`config.mk`:
```
export PLATFORM = sky130hd
export DESIGN_NAME = immgen_stage_flat
export DESIGN_NICKNAME = d
export VERILOG_FILES = /design/src/rtl/immgen_stage_if.sv /design/src/rtl/immgen_stage.sv /design/src/flat_wrapper.sv
export SDC_FILE = /design/constraint.sdc
export NUM_CORES = 1
export LEC_CHECK = 0
export ABC_AREA = 1
export CAP_MARGIN = 20
export CORE_ASPECT_RATIO = 0.5
export CORE_MARGIN = 2
export CORE_UTILIZATION = 45
export DETAILED_ROUTE_END_ITERATION = 8
export GPL_TIMING_DRIVEN = 0
export PLACE_DENSITY = 0.71
export SYNTH_ARGS = -nofsm -noshare
export SYNTH_HDL_FRONTEND = slang
export SYNTH_SLANG_ARGS = --single-unit
```
`constraint.sdc`:
```
create_clock -name i_clk -period 3.7 [get_ports i_clk]
set_input_delay 0.37 -clock i_clk [delete_from_list [all_inputs] [get_ports i_clk]]
set_output_delay 0.37 -clock i_clk [all_outputs]
set_load 0.05 [all_outputs]
```
`src/rtl/immgen_stage_if.sv`:
```
// Fetch-to-decode handshake bundle for immgen_stage: instruction in, immediate/format out.
// Both directions are valid/ready; the stage side is the slave modport.
interface immgen_stage_if #(
    parameter int XLEN = 32
);
    logic            i_valid;
    logic            o_ready;
    logic [31:0]     i_inst;
    logic            o_valid;
    logic            i_ready;
    logic [31:0]     o_inst;
    logic [XLEN-1:0] o_imm;
    logic [2:0]      o_fmt;

    modport slave (
        input  i_valid, i_inst, i_ready,
        output o_ready, o_valid, o_inst, o_imm, o_fmt
    );

    modport master (
        output i_valid, i_inst, i_ready,
        input  o_ready, o_valid, o_inst, o_imm, o_fmt
    );
endinterface

```
`src/rtl/immgen_stage.sv`:
```
// Registered RISC-V immediate generator with 2-entry skid, 1-cycle latency, registered o_ready.
// Macro IMMGEN_ZICSR_EN adds the Z format (CSR*I uimm); otherwise SYSTEM decodes as NONE.
module immgen_stage #(
    parameter int XLEN     = 32,
    parameter int RV64_OPS = 0
) (
    input  logic           i_clk,
    input  logic           i_rst,
    input  logic           i_flush,
    immgen_stage_if.slave  bus
);

    localparam logic [2:0] FMT_NONE = 3'd0;
    localparam logic [2:0] FMT_I    = 3'd1;
    localparam logic [2:0] FMT_S    = 3'd2;
    localparam logic [2:0] FMT_B    = 3'd3;
    localparam logic [2:0] FMT_U    = 3'd4;
    localparam logic [2:0] FMT_J    = 3'd5;
`ifdef IMMGEN_ZICSR_EN
    localparam logic [2:0] FMT_Z    = 3'd6;
`endif

    localparam logic [6:0] OPC_LOAD    = 7'b0000011;
    localparam logic [6:0] OPC_OPIMM   = 7'b0010011;
    localparam logic [6:0] OPC_JALR    = 7'b1100111;
    localparam logic [6:0] OPC_OPIMM32 = 7'b0011011;
    localparam logic [6:0] OPC_STORE   = 7'b0100011;
    localparam logic [6:0] OPC_BRANCH  = 7'b1100011;
    localparam logic [6:0] OPC_LUI     = 7'b0110111;
    localparam logic [6:0] OPC_AUIPC   = 7'b0010111;
    localparam logic [6:0] OPC_JAL     = 7'b1101111;
`ifdef IMMGEN_ZICSR_EN
    localparam logic [6:0] OPC_SYSTEM  = 7'b1110011;
`endif

    generate
        if (XLEN != 32 && XLEN != 64) begin : g_bad_xlen
            $error("immgen_stage: XLEN must be 32 or 64");
        end
        if (RV64_OPS != 0 && XLEN != 64) begin : g_bad_rv64
            $error("immgen_stage: RV64_OPS requires XLEN=64");
        end
    endgenerate

    logic [31:0]     w_inst;
    logic [6:0]      w_opc;
    logic [2:0]      w_f3;
    logic            w_is_shift;
    logic [2:0]      w_dec_fmt;
    logic [XLEN-1:0] w_dec_imm;

    assign w_inst     = bus.i_inst;
    assign w_opc      = w_inst[6:0];
    assign w_f3       = w_inst[14:12];
    assign w_is_shift = (w_f3 == 3'b001) || (w_f3 == 3'b101);

    always_comb begin
        w_dec_fmt = FMT_NONE;
        w_dec_imm = '0;
        case (w_opc)
            OPC_LOAD, OPC_JALR: begin
                w_dec_fmt = FMT_I;
                w_dec_imm = XLEN'($signed(w_inst[31:20]));
            end
            OPC_OPIMM: begin
                w_dec_fmt = FMT_I;
                // Shift immediates are a zero-extended shamt, not a signed constant.
                if (w_is_shift)
                    w_dec_imm = (RV64_OPS != 0) ? XLEN'(w_inst[25:20]) : XLEN'(w_inst[24:20]);
                else
                    w_dec_imm = XLEN'($signed(w_inst[31:20]));
            end
            OPC_OPIMM32: begin
                if (RV64_OPS != 0) begin
                    w_dec_fmt = FMT_I;
                    w_dec_imm = w_is_shift ? XLEN'(w_inst[24:20])
                                           : XLEN'($signed(w_inst[31:20]));
                end
            end
            OPC_STORE: begin
                w_dec_fmt = FMT_S;
                w_dec_imm = XLEN'($signed({w_inst[31:25], w_inst[11:7]}));
            end
            OPC_BRANCH: begin
                w_dec_fmt = FMT_B;
                w_dec_imm = XLEN'($signed({w_inst[31], w_inst[7], w_inst[30:25],
                                           w_inst[11:8], 1'b0}));
            end
            OPC_LUI, OPC_AUIPC: begin
                w_dec_fmt = FMT_U;
                w_dec_imm = XLEN'($signed({w_inst[31:12], 12'b0}));
            end
            OPC_JAL: begin
                w_dec_fmt = FMT_J;
                w_dec_imm = XLEN'($signed({w_inst[31], w_inst[19:12], w_inst[20],
                                           w_inst[30:21], 1'b0}));
            end
`ifdef IMMGEN_ZICSR_EN
            OPC_SYSTEM: begin
                if (w_f3[2]) begin
                    w_dec_fmt = FMT_Z;
                    w_dec_imm = XLEN'(w_inst[19:15]);
                end
            end
`endif
            default: begin
                w_dec_fmt = FMT_NONE;
                w_dec_imm = '0;
            end
        endcase
    end

    logic            r_out_vld;
    logic [31:0]     r_out_inst;
    logic [XLEN-1:0] r_out_imm;
    logic [2:0]      r_out_fmt;
    logic            r_skd_vld;
    logic [31:0]     r_skd_inst;
    logic [XLEN-1:0] r_skd_imm;
    logic [2:0]      r_skd_fmt;
    logic            r_rdy;

    logic w_in_xfer;
    logic w_out_load;
    logic w_skd_capture;
    logic w_skd_vld_nxt;

    // r_rdy mirrors !r_skd_vld, so input never arrives while the skid is draining.
    assign w_in_xfer     = bus.i_valid && r_rdy;
    assign w_out_load    = !r_out_vld || bus.i_ready;
    assign w_skd_capture = w_in_xfer && r_out_vld && !bus.i_ready;
    assign w_skd_vld_nxt = !i_flush && (w_skd_capture || (r_skd_vld && !w_out_load));

    always_ff @(posedge i_clk or posedge i_rst) begin
        if (i_rst) begin
            r_out_vld  <= 1'b0;
            r_out_inst <= '0;
            r_out_imm  <= '0;
            r_out_fmt  <= FMT_NONE;
            r_skd_vld  <= 1'b0;
            r_skd_inst <= '0;
            r_skd_imm  <= '0;
            r_skd_fmt  <= FMT_NONE;
            r_rdy      <= 1'b1;
        end else begin
            r_skd_vld <= w_skd_vld_nxt;
            r_rdy     <= !w_skd_vld_nxt;
            if (w_skd_capture) begin
                r_skd_inst <= w_inst;
                r_skd_imm  <= w_dec_imm;
                r_skd_fmt  <= w_dec_fmt;
            end
            if (i_flush) begin
                r_out_vld <= 1'b0;
            end else if (w_out_load) begin
                if (r_skd_vld) begin
                    r_out_vld  <= 1'b1;
                    r_out_inst <= r_skd_inst;
                    r_out_imm  <= r_skd_imm;
                    r_out_fmt  <= r_skd_fmt;
                end else if (w_in_xfer) begin
                    r_out_vld  <= 1'b1;
                    r_out_inst <= w_inst;
                    r_out_imm  <= w_dec_imm;
                    r_out_fmt  <= w_dec_fmt;
                end else begin
                    r_out_vld  <= 1'b0;
                end
            end
        end
    end

    assign bus.o_ready = r_rdy;
    assign bus.o_valid = r_out_vld;
    assign bus.o_inst  = r_out_inst;
    assign bus.o_imm   = r_out_imm;
    assign bus.o_fmt   = r_out_fmt;

endmodule

```
`src/flat_wrapper.sv`:
```
// flat-port wrapper written by rule: the top's interface ports become plain ports
module immgen_stage_flat 
#(
    parameter int XLEN     = 32,
    parameter int RV64_OPS = 0
)
  (i_clk, i_rst, i_flush, bus_i_valid, bus_i_inst, bus_i_ready, bus_o_ready, bus_o_valid, bus_o_inst, bus_o_imm, bus_o_fmt);
  immgen_stage_if #(.XLEN(XLEN)) bus_i ();
  input  logic i_clk;
  input  logic i_rst;
  input  logic i_flush;
  input wire logic [$bits(bus_i.i_valid)-1:0] bus_i_valid;
  input wire logic [$bits(bus_i.i_inst)-1:0] bus_i_inst;
  input wire logic [$bits(bus_i.i_ready)-1:0] bus_i_ready;
  output wire logic [$bits(bus_i.o_ready)-1:0] bus_o_ready;
  output wire logic [$bits(bus_i.o_valid)-1:0] bus_o_valid;
  output wire logic [$bits(bus_i.o_inst)-1:0] bus_o_inst;
  output wire logic [$bits(bus_i.o_imm)-1:0] bus_o_imm;
  output wire logic [$bits(bus_i.o_fmt)-1:0] bus_o_fmt;
  assign bus_i.i_valid = bus_i_valid;
  assign bus_i.i_inst = bus_i_inst;
  assign bus_i.i_ready = bus_i_ready;
  assign bus_o_ready = bus_i.o_ready;
  assign bus_o_valid = bus_i.o_valid;
  assign bus_o_inst = bus_i.o_inst;
  assign bus_o_imm = bus_i.o_imm;
  assign bus_o_fmt = bus_i.o_fmt;
  immgen_stage #(.XLEN(XLEN), .RV64_OPS(RV64_OPS)) u_core (.i_clk(i_clk), .i_rst(i_rst), .i_flush(i_flush), .bus(bus_i));
endmodule
```
==> results of run 1 <==
-- layout make-up --
type	instances	area share
buffer	58	0.0334
clock buffer	17	0.0482
clock inverter	15	0.0239
inverter	56	0.0242
multi-input combinational	653	0.328
sequential	137	0.388
tap	198	0.0281
timing repair buffer	108	0.126
-- per-layer routing --
layer | up-vias | GRT usage
met5 | - | 0
met4 | 0 | 0.0718
met3 | 37 | 0.0657
met2 | 293 | 0.375
met1 | 3230 | 0.412
li1 | 3153 | -
-- worst paths after layout --
check | startpoint | to | cells after the start
min in group i_clk | u_core.bus.o_imm[26] | u_core.bus.o_imm[26] | 2
setup reg to reg | u_core.bus.o_ready | u_core.r_skd_imm[29] | 5
hold / removal | i_rst | u_core.bus.o_inst[15] | 2
setup / recovery | u_core.bus.o_ready | bus_o_ready | 1
max in group asynchronous | i_rst | u_core.bus.o_imm[13] | 5
hold reg to reg | u_core.bus.o_imm[26] | u_core.bus.o_imm[26] | 2
-- through the flow --
step           cells  hold WS (ps)
3_5_place_dp    1210           464
3_3_place_gp    1207           461
5_1_grt         1242           441
6_report        1242           376
2_1_floorplan    904           448
4_1_cts         1242           402
-- worst register-to-register path: cells and delay by family (launching register included) --
| family | cells | cell delay [ps] |
|---|---|---|
| AOI/OAI and AO/OA | 1 | 170 |
| buffers and inverters | 2 | 740 |
| DFF | 1 | 530 |
| and+or+nand+nor | 2 | 320 |
-- flip-flops by register name, indices dropped and copies added (netlist names) --
register,cells
u_core.bus.o_fmt,3
u_core.bus.o_imm,32
u_core.bus.o_inst,32
u_core.bus.o_ready,1
u_core.bus.o_valid,1
u_core.r_skd_fmt,3
u_core.r_skd_imm,32
u_core.r_skd_inst,32
u_core.r_skd_vld,1
-- cells by family (layout without fill, tap and decap cells) --
| group | Yosys count | count (layout) | synth area share |
|---|---|---|---|
| simple gates | 496 | 496 | 0.303 |
| buf+inv | 114 | 254 | 0.0740 |
| flops | 137 | 137 | 0.502 |
| compound gates | 157 | 157 | 0.121 |
-- cell usage in the layout, fill, tap and decap left out, drive strengths merged --
cell type | Yosys | final
a41oi | 1 | 1
clkdlybuf4s50 | 0 | 105
clkinvlp | 0 | 1
buf | 35 | 38
o21ai | 113 | 113
dfrtp | 136 | 136
dfstp | 1 | 1
bufinv | 0 | 4
a21oi | 21 | 21
clkinv | 0 | 5
nand3 | 82 | 82
nand4 | 4 | 4
a31oi | 22 | 22
nand2 | 288 | 288
clkbuf | 23 | 40
inv | 56 | 61
nor2 | 122 | 122
-- power by group --
group | internal, mW | switching (mW)
logic | 0.351 | 0.690
registers | 1.76 | 0.136
clock network | 1.14 | 0.734
total | 3.26 | 1.56
==> results by group, run 1 <==
Clocking
  – Buffers inserted by post-CTS timing repair: 0
  – Clk slew on worst S/H paths: 70 ps
  – Htree depth: 4
  – Clock tree from TritonCTS: built
  – Number of buffers added to fix hold violations after cts: 0
  – Clock sink count: 137
  – Maximum buffer depth of the clock tree: 2
  – Clock Tree Root: sky130_fd_sc_hd__clkbuf_16
  – Number of gates resized after cts: 0
  – Cts bufs inserted: 17
  – Clock Latency Late Sink: 430 ps

Layout
  – NumNets Final: 1,068
  – Share of final-layout standard cells stronger than drive strength 1: 0.0872
  – # fillers: 1,371
  – Multi-input combinational cell area: 2900 µm²
  – Register cell area after layout: 3430 µm²
  – Area added between synthesis and finish: 29.3%
  – Count of inserted antenna diode cells: 0
  – Layout Cell Area excl Fill: 8830 µm²
  – Finished Core Util: 0.602

Synth
  – Sequential cell area fraction in the yosys report: 0.502
  – Post-Syn Area per Cell: 7.56 µm²
  – Top-count cell post-synth: sky130_fd_sc_hd__nand2_1
  – Cell type with the largest total area after synthesis: sky130_fd_sc_hd__dfrtp_1
  – Async set or reset register ratio after synthesis: 1.00
  – Area share of the largest cell type after synthesis: 0.498
  – Post-synth cell types: 25
  – Commonest cells in the netlist: 281 x sky130_fd_sc_hd__nand2_1, 136 x sky130_fd_sc_hd__dfrtp_1, 115 x sky130_fd_sc_hd__nor2_1
  – Number of synthesis warnings: 0
  – Most used flip-flop cell after synthesis: sky130_fd_sc_hd__dfrtp_1
  – Top post-synthesis cells by area: sky130_fd_sc_hd__dfrtp_1 50%, sky130_fd_sc_hd__nand2_1 15%, sky130_fd_sc_hd__o21ai_0 7.8%
  – Summed instance area of the synthesized netlist: 6830 µm²
  – Synthesized net count: 941
  – Mapped Cells: 904
  – Number of flops mapped to enable cells by yosys: 0
  – Number of flip-flops and latches in the synthesized netlist: 137

STA
  – Setup ws final: 1580 ps
  – Total Neg Setup Slack: 0 ps
  – Total of endpoints with negative setup slack in the final report: 0
  – Top achievable clock speed: 473 MHz
  – Final Max Tran Viols: 0
  – Transition time at the pin with the least slew margin: 671 ps
  – Worst Skew: 10.3 ps
  – Final worst-path cycle share: 0.572
  – Unrepaired setup endpoints after global routing: false
  – Clock period minus final worst setup slack: 2120 ps
  – Final Hold Violating Endpoints: 0
  – Max transition margin: 0.552

Place
  – Input/output buffers: 105
  – Placed standard-cell area: 8190 µm²
  – Placer Congestion: 0.921
  – Post-Place Setup Slack: 1410 ps
  – Half-perimeter wire length after detailed placement: 15,300 µm

Routing
  – Met3 Routed Length: 1980 µm
  – Antenna-violating nets left: 0
  – Met2 wire length: 8690 µm
  – Mean routed wirelength per cell: 16.7 µm
  – Violation count after the first detailed-route iteration: 574
  – Via count: 6,713
  – Met1 routed wirelength after detailed routing: 9770 µm
  – Uppermost metal layer occupied by signal nets: met4
  – Via density: 5.40
  – Number of iterations in the first detailed-routing pass: 5
  – DRC viols: 0
  – Wirelength, routed: 20,800 µm

Critical path
  – Data arrival time of the worst path: 1750 ps
  – Delay of the slowest cell on the worst path: 790 ps
  – Path type of the worst setup path: flop to output pin
  – Ordered cell list for the critical path: clkdlybuf4s50_1
  – Startpoint type of the worst setup path: flop
  – Critical path's slowest cell: sky130_fd_sc_hd__clkdlybuf4s50_1
  – Required time reported for the critical path endpoint: 3330 ps
  – FF-to-FF setup slack: 1810 ps
  – Buffering stage count on the worst path with inverters included: 1
  – Endpoint type of the worst setup path: output pin
  – Family with the most delay on the worst path: buffers and inverters
  – Worst Path Max Fanout: 2

Floorplan
  – Initial core utilization: 0.466
  – Die X: 178 µm
  – Standard cell core area: 14,700 µm²
  – Number of top-level pins: 106
  – Full die area: 16,200 µm²
  – Vertical die dimension: 91.1 µm
  – Row count: 31

Power and ir drop
  – Maximum vdd ir drop: 0.362 mV
  – Leakage power figure: 4.59 nW
  – Final total power: 4.82 mW
  – Power density cells: 545 nW/µm²

Hold path
  – Tightest Hold Check Type: input port to asynchronous set/reset pin

Global routing
  – Maximum number of pins on one net before global-route repair: 39
  – Leftover overflow at the end of global routing: 0
  – Number of global-route vias before repair: 6,276
  – First-pass GRT wire length: 33,600 µm
  – Antenna violations before repair: 0
  – GRT Util Overall: 0.269

Run status
  – Outcome: completed

Flow run
  – Maxcap violations: 0
Note: power is estimated with default switching activity, not from simulation.
==> run 2: changes to the inputs <==
==> constraint.sdc (replaced) <==
create_clock -name i_clk -period 1.92 [get_ports i_clk]
set_input_delay 0.192 -clock i_clk [delete_from_list [all_inputs] [get_ports i_clk]]
set_output_delay 0.192 -clock i_clk [all_outputs]
set_load 0.05 [all_outputs]
==> run 2 against run 1 <==
Sequential share of layout area about the same. Final area about the same. Sequential power up 92%. Register-to-register slack worse by 1700 ps. Clock skew about the same. Hold slack worse by 170 ps. Count of clock-buffer cells in the layout unchanged. Largest cell class unchanged. Power up 93%. Global-route usage about the same.
==> results by group, run 2 (same netlist as run 1, synthesis figures left out) <==
Run status
  – Outcome: completed

Clocking
  – Htree depth: 4 (unchanged)
  – Clock tree from TritonCTS: built
  – Number of gates resized after cts: 1 (+1)
  – Maximum buffer depth of the clock tree: 2 (unchanged)
  – Number of buffers added to fix hold violations after cts: 0 (unchanged)
  – Clock Latency Late Sink: 430 ps (about the same)
  – Cts bufs inserted: 17 (unchanged)
  – Buffers inserted by post-CTS timing repair: 0 (unchanged)
  – Clock sink count: 137 (unchanged)
  – Clock Tree Root: sky130_fd_sc_hd__clkbuf_16
  – Clk slew on worst S/H paths: 70 ps (about the same)

STA
  – Worst Hold Slack: 201 ps (-175 ps)
  – Total Neg Setup Slack: 0 ps (unchanged)
  – Final Hold Violating Endpoints: 0 (unchanged)
  – Clock period minus final worst setup slack: 1860 ps
  – Max transition margin: 0.559 (+0.00662)
  – Unrepaired setup endpoints after global routing: true
  – Final Max Tran Viols: 0 (unchanged)
  – Transition time at the pin with the least slew margin: 660 ps (-11.3 ps)
  – Final worst-path cycle share: 0.969
  – Top achievable clock speed: 538 MHz
  – Worst Skew: 9.93 ps (-0.362 ps)
  – Total of endpoints with negative setup slack in the final report: 0 (unchanged)

Layout
  – Share of final-layout standard cells stronger than drive strength 1: 0.0910 (+0.00383)
  – # fillers: 1,372 (+0.073%)
  – Area added between synthesis and finish: 29.4% (about the same)
  – Top library cells by usage in the layout, fill and taps aside: 281 x sky130_fd_sc_hd__nand2_1, 136 x sky130_fd_sc_hd__dfrtp_1, 115 x sky130_fd_sc_hd__nor2_1
  – Count of inserted antenna diode cells: 0 (unchanged)
  – Most common cell after layout, fill and taps aside: sky130_fd_sc_hd__nand2_1
  – Register cell area after layout: 3430 µm² (unchanged)
  – Multi-input combinational cell area: 2900 µm² (unchanged)
  – NumNets Final: 1,068 (unchanged)

Flow run
  – Maxcap violations: 0 (unchanged)

Power and ir drop
  – Maximum vdd ir drop: 0.691 mV (+91%)
  – Design internal power: 6.27 mW (+93%)
  – Proportion of power drawn by combinational gates: 0.217 (about the same)
  – Sw frac: 0.323 (-0.000841)
  – Net Switching: 3.00 mW (+92%)
  – Leakage power figure: 4.60 nW (+0.23%)
  – Power density cells: 1050 nW/µm² (+92%)
  – Proportion of power drawn by flip-flops and latches: 0.394 (about the same)
  – Fraction of power consumed by the clock network: 0.389 (about the same)

Critical path
  – Buffering stage count on the worst path with inverters included: 2 (+1)
  – Reg2Reg Capture Point: u_core.bus.o_inst[27]
  – Data arrival time of the worst path: 2190 ps (+440 ps)
  – Required time reported for the critical path endpoint: 2250 ps (-1080 ps)
  – Delay of the slowest cell on the worst path: 520 ps (-270 ps)
  – Most prevalent standard cell on the critical path: sky130_fd_sc_hd__nand2_1
  – FF-to-FF setup slack: 60 ps (-1750 ps)
  – Critical path's slowest cell: sky130_fd_sc_hd__dfstp_2
  – Family with the most delay on the worst path: buffers and inverters
  – Path type of the worst setup path: flop to flop
  – Worst Path Max Fanout: 10 (+8)
  – Endpoint type of the worst setup path: flop
  – Start of the worst register-to-register path: u_core.bus.o_ready
  – Depth of the most critical reg-to-reg path: 6 (+1)
  – Startpoint type of the worst setup path: flop
  – Ordered cell list for the critical path: nand2_1 -> nand2_1 -> nand3_2 -> clkbuf_4 -> buf_2 -> o21ai_0

Global routing
  – First-pass GRT wire length: 33,600 µm (about the same)
  – Antenna violations before repair: 0 (unchanged)
  – Number of global-route vias before repair: 6,282 (+0.096%)
  – Maximum number of pins on one net before global-route repair: 39 (unchanged)
  – GRT Util Overall: 0.269 (about the same)
  – Leftover overflow at the end of global routing: 0 (unchanged)

Floorplan
  – Vertical die dimension: 91.1 µm (unchanged)
  – Row count: 31 (unchanged)
  – Die X: 178 µm (unchanged)
  – Full die area: 16,200 µm² (unchanged)
  – Initial core utilization: 0.466 (unchanged)
  – Standard cell core area: 14,700 µm² (unchanged)
  – Number of top-level pins: 106 (unchanged)

Place
  – Input/output buffers: 105 (unchanged)
  – Placer Congestion: 0.921 (unchanged)
  – Half-perimeter wire length after detailed placement: 15,300 µm (unchanged)

Routing
  – Number of iterations in the first detailed-routing pass: 6 (+1)
  – Antenna-violating nets left: 0 (unchanged)
  – DRC viols: 0 (unchanged)
  – Mean routed wirelength per cell: 16.7 µm (-0.12%)
  – Wirelength, routed: 20,800 µm (-0.12%)
  – Via density: 5.40 (-0.15%)
  – Via count: 6,703 (-0.15%)
  – Violation count after the first detailed-route iteration: 581 (+1.2%)

Hold path
  – Tightest Hold Check Type: input port to asynchronous set/reset pin
==> run 2: changes by cell type in the layout (fill, tap and decap cells not counted), sizes merged <==
cell | previous run | this run
clkdlybuf4s50 | 105 | 104
clkbuf | 40 | 42
buf | 38 | 36
dlygate4sd2 | 0 | 1
==> run 2: layout make-up <==
type                    count  area share
flip-flops and latches    137       0.388
multi-input cells         653       0.328
repair buffers            108       0.126
clock buffers              17      0.0481
plain buffers              58      0.0343
well taps                 198      0.0280
inverters                  56      0.0242
clock inverters            15      0.0239
==> run 2: how the worst max path moves through the flow <==
stage / start / endpoint / cells after the start
after floorplan: i_rst / u_core.bus.o_fmt[0] / 1
after global placement: i_rst / u_core.bus.o_imm[8] / 2
after detailed placement: bus_i_inst[13] / u_core.bus.o_imm[27] / 10
after CTS: u_core.bus.o_ready / u_core.r_skd_imm[26] / 5
after global routing: u_core.bus.o_ready / u_core.r_skd_inst[21] / 7
final: u_core.bus.o_ready / u_core.bus.o_inst[27] / 6
==> run 2: metrics by stage <==
stage | power (mW) | std cells | utilization | setup WS (ps) | instance area, µm²
2_1_floorplan | 4.95 | 904 | - | 21.7 | 6830
3_3_place_gp | 5.62 | 1207 | 0.555 | -1250 | 8130
3_5_place_dp | 5.69 | 1210 | 0.559 | -194 | 8190
4_1_cts | 9.29 | 1242 | 0.602 | 60.7 | 8830
5_1_grt | 9.67 | 1242 | 0.603 | -71.7 | 8840
6_report | 9.27 | 1242 | 0.603 | 60.1 | 8840
==> run 2: power by group through the flow <==
| stage | clock network (mW) | registers [mW] | logic [mW] |
|---|---|---|---|
| floorplan | 0 | 4.28 | 0.675 |
| global placement | 0 | 3.67 | 1.95 |
| detailed placement | 0 | 3.69 | 2.00 |
| CTS | 3.63 | 3.65 | 2.01 |
| global route | 3.78 | 3.71 | 2.18 |
| finish | 3.61 | 3.65 | 2.01 |
==> run 2: metal layers <==
layer / up-vias / GRT usage / wire length (µm)
li1: 3154 / - / -
met1: 3221 / 0.412 / 9670
met2: 299 / 0.376 / 8700
met3: 29 / 0.0657 / 2070
met4: 0 / 0.0718 / 312
met5: - / 0 / 0
